--- src/rtl/bin2bcd_seq.sv ---
// Sequential binary-to-BCD converter (double-dabble, one bit per clock) with
// valid/ready handshakes on both the binary input and the packed BCD output.
module bin2bcd_seq #(
  parameter int IN_W   = 8,
  parameter int DIGITS = 3
) (
  input  logic                  clk,
  input  logic                  rst,
  input  logic                  in_valid,
  output logic                  in_ready,
  input  logic [IN_W-1:0]       bin,
  output logic [4*DIGITS-1:0]   bcd,
  output logic                  out_valid,
  input  logic                  out_ready
);

  localparam int CW = $clog2(IN_W + 1);

  typedef enum logic [1:0] {IDLE, SHIFT, HOLD} state_t;

  state_t              state, state_nxt;
  logic [CW-1:0]       cnt;
  logic [IN_W-1:0]     bin_q;
  logic [4*DIGITS-1:0] scr, scr_adj, scr_sh;

  // Per-digit add-3 correction; digits are independent, no carry between them.
  for (genvar g = 0; g < DIGITS; g++) begin : g_adj
    assign scr_adj[4*g +: 4] = (scr[4*g +: 4] >= 4'd5) ? scr[4*g +: 4] + 4'd3
                                                         : scr[4*g +: 4];
  end

  assign scr_sh = {scr_adj[4*DIGITS-2:0], bin_q[IN_W-1]};

  // Handshake flags come straight from the state register: no input paths.
  assign in_ready  = (state == IDLE);
  assign out_valid = (state == HOLD);

  always_comb begin
    state_nxt = state;
    case (state)
      IDLE:    if (in_valid)          state_nxt = SHIFT;
      SHIFT:   if (cnt == CW'(1))     state_nxt = HOLD;
      HOLD:    if (out_ready)         state_nxt = IDLE;
      default:                        state_nxt = IDLE;
    endcase
  end

  always_ff @(posedge clk or posedge rst) begin
    if (rst) begin
      state <= IDLE;
      cnt   <= '0;
      bin_q <= '0;
      scr   <= '0;
      bcd   <= '0;
    end else begin
      state <= state_nxt;
      case (state)
        IDLE: if (in_valid) begin
          bin_q <= bin;
          scr   <= '0;
          cnt   <= CW'(IN_W);
        end
        SHIFT: begin
          scr   <= scr_sh;
          bin_q <= {bin_q[IN_W-2:0], 1'b0};
          cnt   <= cnt - CW'(1);
          // Last shift: publish the finished digits into the output register.
          if (cnt == CW'(1)) bcd <= scr_sh;
        end
        default: ;
      endcase
    end
  end

endmodule

--- config.mk ---
export PLATFORM = sky130hd
export DESIGN_NAME = bin2bcd_seq
export DESIGN_NICKNAME = d
export VERILOG_FILES = /design/src/rtl/bin2bcd_seq.sv
export SDC_FILE = /design/constraint.sdc
export NUM_CORES = 1
export LEC_CHECK = 0
export BUFFER_PORTS_ARGS = -buffer_cell sky130_fd_sc_hd__buf_2
export CAP_MARGIN = 10
export CORE_MARGIN = 3
export CORE_UTILIZATION = 45
export DETAILED_ROUTE_END_ITERATION = 10
export SLEW_MARGIN = 20
export SYNTH_ARGS = -nofsm -noshare
export SYNTH_HDL_FRONTEND = slang
export SYNTH_SLANG_ARGS = --single-unit
--- constraint.sdc ---
create_clock -name clk -period 3.5 [get_ports clk]
set_input_delay 0.525 -clock clk [delete_from_list [all_inputs] [get_ports clk]]
set_output_delay 0.525 -clock clk [all_outputs]
set_load 0.02 [all_outputs]
==> results.toml <==
[clocking]
clk_pin_slew_ps = 70
cts_buffers = 5
postCtsHoldBufs = 0
cts_max_level = 2
cts_repair_resize_count = 0
post-cts-setup-buffers = 0
cts_tree = "yes"
clkSinkCount = 38
cts.path.max_buffers = 2
clk_root_buf = "sky130_fd_sc_hd__clkbuf_8"
worstSkewPairLatency_ps = 280

[route]
dr.pass1.iters = 4
wl_microns = 3710
post_drt_wl_per_cell_microns = 14.3
routed_via_density = 5.36
drtAntennaViolNets = 0
detailroute.via_count = 1394
drc = 0
dr.first_iter.drc_count = 62

[global_routing]
vias_in_the_first_global_route = 1406
maximum_number_of_pins_on_one_net_before_global_route_repair = 34
grt_first_pass_wirelength_microns = 6470
global_route.overflow_total = 0
gr-usage-all-layers = 0.159
antenna_found_initial = 0

[synth]
main_combinational_cell_family_by_area_after_synthesis = "compound AO/OA/AOI/OAI gates"
syn_inst_count = 184
proportion_of_synthesized_chip_area_in_sequential_cells = 0.488
mappedNetlistNets = 204
synthMuxAreaShare = 0.0668
yosysWarnings = 0
post_synth_xor_area_fraction = 0.0135
synth_adder_area_share = 0.0514
synthDistinctLibCells = 28
synthesis.area_sq_mm = 0.00195
syn_avg_cell_area_sq_um = 10.6
synth-seq-cells = 38
synth-compound-area-share = 0.189
yosys.area_share.simple = 0.145

[critical_path]
critical_path.reg2reg.endpoint = "bcd[10]"
maximum_single_stage_delay_on_the_critical_path_ps = 770
crit_path_end_kind = "flip-flop"
timing.critical_path.cells = "nor2b_2 -> nand2_8 -> mux2_4"
critPathArrivalTime_ps = 2290
cp_num_buf_inv = 0
critPathTopFamily = "simple AND/OR/NAND/NOR gates"
critical_path.reg2reg.startpoint = "state[0]"
critical_path_peak_fanout = 19
register_to_register_setup_slack_ps = 1380
cp_slowest_cell = "sky130_fd_sc_hd__nor2b_2"
cp.required_ps = 3670
rr_worst_depth = 3
setup.worst_path.class = "flip-flop to flip-flop"
worstSetupStartpointType = "flip-flop"

[sta]
time_the_worst_path_needs_with_i_o_delays_and_setup_ps = 2120
rsz0062_at_grt = "false"
timing.clock.skew_ps = 4.62
finalSetupViolations = 0
timing.max_slew.rel_slack = 0.451
achievable-frequency_mhz = 473
report.final.slew_viol_count = 0
finalHoldViolations = 0
post-route-period-util = 0.604
tightest_slew_ps = 820
layout_setup_ws_ps = 1380
setup-tns-final_ps = 0

[place]
placement.io_buffers = 25
detailedPlace.worstSlack_ps = 1380
postPlaceCellArea_sq_mm = 0.00209
dpl.hpwl_microns = 2590
gp_routability_congestion = 0.786

[finish]
area.growth.synth_to_final_pct = 11.9
layout.nets = 229
multi_input_area_sq_um = 906
n_diodes = 0
num-fill-cells = 385
layout.area.seq_sq_um = 951
drive_above_1_share = 0.233
final_design_area_no_fill_sq_mm = 0.00218

[floorplan]
dieHeight_microns = 71.8
chipWidth_microns = 71.8
placement_rows = 23
design.die.area_sq_mm = 0.00515
ioPinCount = 26
starting_density_of_the_core = 0.477
core_area_sq_mm = 0.00409

[hold_path]
min_path_type = "primary input to async pin"

[run]
max-cap-violations = 0

[power_and_ir_drop]
worst_ir_drop_vdd_mv = 0.421
total_leakage_power_nw = 1.05
cellPowerDensity_mw_per_mm2 = 961

[run_status]
run_status = "complete, no violations"
cell usage in the layout (no fill, tap or decap):
cell | Yosys | routed
sky130_fd_sc_hd__mux2i_1 | 4 | 4
sky130_fd_sc_hd__a22o_1 | 7 | 7
sky130_fd_sc_hd__nand2b_1 | 6 | 6
sky130_fd_sc_hd__nor2_1 | 1 | 1
sky130_fd_sc_hd__nand3_1 | 3 | 3
sky130_fd_sc_hd__a21oi_1 | 15 | 15
sky130_fd_sc_hd__nand2_1 | 15 | 15
sky130_fd_sc_hd__nor3b_1 | 5 | 5
sky130_fd_sc_hd__xnor2_1 | 3 | 3
sky130_fd_sc_hd__o21ai_2 | 3 | 3
sky130_fd_sc_hd__o21ai_0 | 23 | 23
sky130_fd_sc_hd__clkbuf_1 | 1 | 1
sky130_fd_sc_hd__buf_4 | 1 | 1
sky130_fd_sc_hd__nor2b_1 | 10 | 10
sky130_fd_sc_hd__nor3_1 | 4 | 4
sky130_fd_sc_hd__dfrtp_1 | 38 | 38
sky130_fd_sc_hd__a21oi_2 | 3 | 3
sky130_fd_sc_hd__nor2b_2 | 1 | 1
sky130_fd_sc_hd__nor3b_2 | 1 | 1
sky130_fd_sc_hd__buf_2 | 4 | 25
sky130_fd_sc_hd__nand2_8 | 1 | 1
sky130_fd_sc_hd__clkinv_2 | 0 | 1
sky130_fd_sc_hd__o21bai_2 | 1 | 1
sky130_fd_sc_hd__ha_1 | 8 | 8
sky130_fd_sc_hd__mux2_4 | 6 | 6
sky130_fd_sc_hd__a22oi_1 | 7 | 7
sky130_fd_sc_hd__inv_1 | 10 | 10
sky130_fd_sc_hd__nand3b_1 | 1 | 1
sky130_fd_sc_hd__clkbuf_8 | 0 | 6
worst max-delay path by stage:
stage	start	end	slack [ps]	cells past startpoint
after global placement	state[0]	bcd[5]	1460	3
after global routing	state[0]	bcd[9]	1230	3
final	state[0]	bcd[10]	1380	3
after CTS	state[0]	bcd[10]	1350	3
after detailed placement	state[0]	bcd[2]	1380	3
after floorplan	cnt[1]	bcd[0]	2060	5
sequential cells by signal (all words and copies together) (netlist names):
register  flops
state         2
bin_q         8
bcd          12
scr          12
cnt           4
layout make-up:
cell class	count	share of cell area
flip-flops and latches	38	0.436
repair buffers	26	0.0608
well taps	50	0.0287
multi-input cells	128	0.415
clock buffers	7	0.0396
clock inverters	1	0.00229
inverters	10	0.0172
kinds of logic after synthesis:
| logic type | after synthesis |
|---|---|
| buffers and inverters | 18 |
| xor gates and xnor gates | 3 |
| AOI/OAI and AO/OA | 59 |
| DFF | 38 |
| muxes | 10 |
| and+or+nand+nor | 48 |
| adders and majority gates | 8 |
where the power goes:
group | internal (W) | switching [W] | total [W]
combinational | 0.000428 | 0.000542 | 0.000970
clock | 0.000159 | 0.000148 | 0.000307
sequential | 0.000634 | 0.000186 | 0.000820
routing by layer:
metal	GRT usage	part of all wire	vias up
met5	0	0	-
met4	0.0418	0.012	0
met3	0.0463	0.036	6
met2	0.268	0.48	24
met1	0.201	0.47	669
li1	-	-	695
stage by stage:
| stage | instances | power (W) | utilization | hold WS (ps) |
|---|---|---|---|---|
| floorplan | 184 | 0.00158 | - | 466 |
| global placement | 252 | 0.00177 | 0.511 | 435 |
| detailed placement | 252 | 0.00181 | 0.511 | 442 |
| CTS | 260 | 0.00212 | 0.534 | 128 |
| global route | 260 | 0.00228 | 0.534 | 141 |
| finish | 260 | 0.00210 | 0.534 | 126 |
worst register-to-register path, cell delays in order (launching register included):
cell and delay, ps:
sky130_fd_sc_hd__dfrtp_1 620, sky130_fd_sc_hd__nor2b_2 770, sky130_fd_sc_hd__nand2_8 250, sky130_fd_sc_hd__mux2_4 370
Yosys cell counts, drive strengths merged:
| master | number | area, sq um |
|---|---|---|
| dfrtp | 38 | 951 |
| o21ai | 26 | 141 |
| a21oi | 18 | 101 |
| nand2 | 16 | 76.3 |
| nor2b | 11 | 71.3 |
| inv | 10 | 37.5 |
| ha | 8 | 100 |
| a22o | 7 | 61.3 |
| a22oi | 7 | 52.6 |
| buf | 7 | 50.1 |
| mux2 | 6 | 90.1 |
| nand2b | 6 | 37.5 |
| nor3b | 6 | 50.1 |
| mux2i | 4 | 40.0 |
| nor3 | 4 | 20.0 |
| nand3 | 3 | 15.0 |
| xnor2 | 3 | 26.3 |
| clkbuf | 1 | 3.75 |
| nand3b | 1 | 7.51 |
| nor2 | 1 | 3.75 |
| o21bai | 1 | 11.3 |
(Power assumes the default switching activity.)
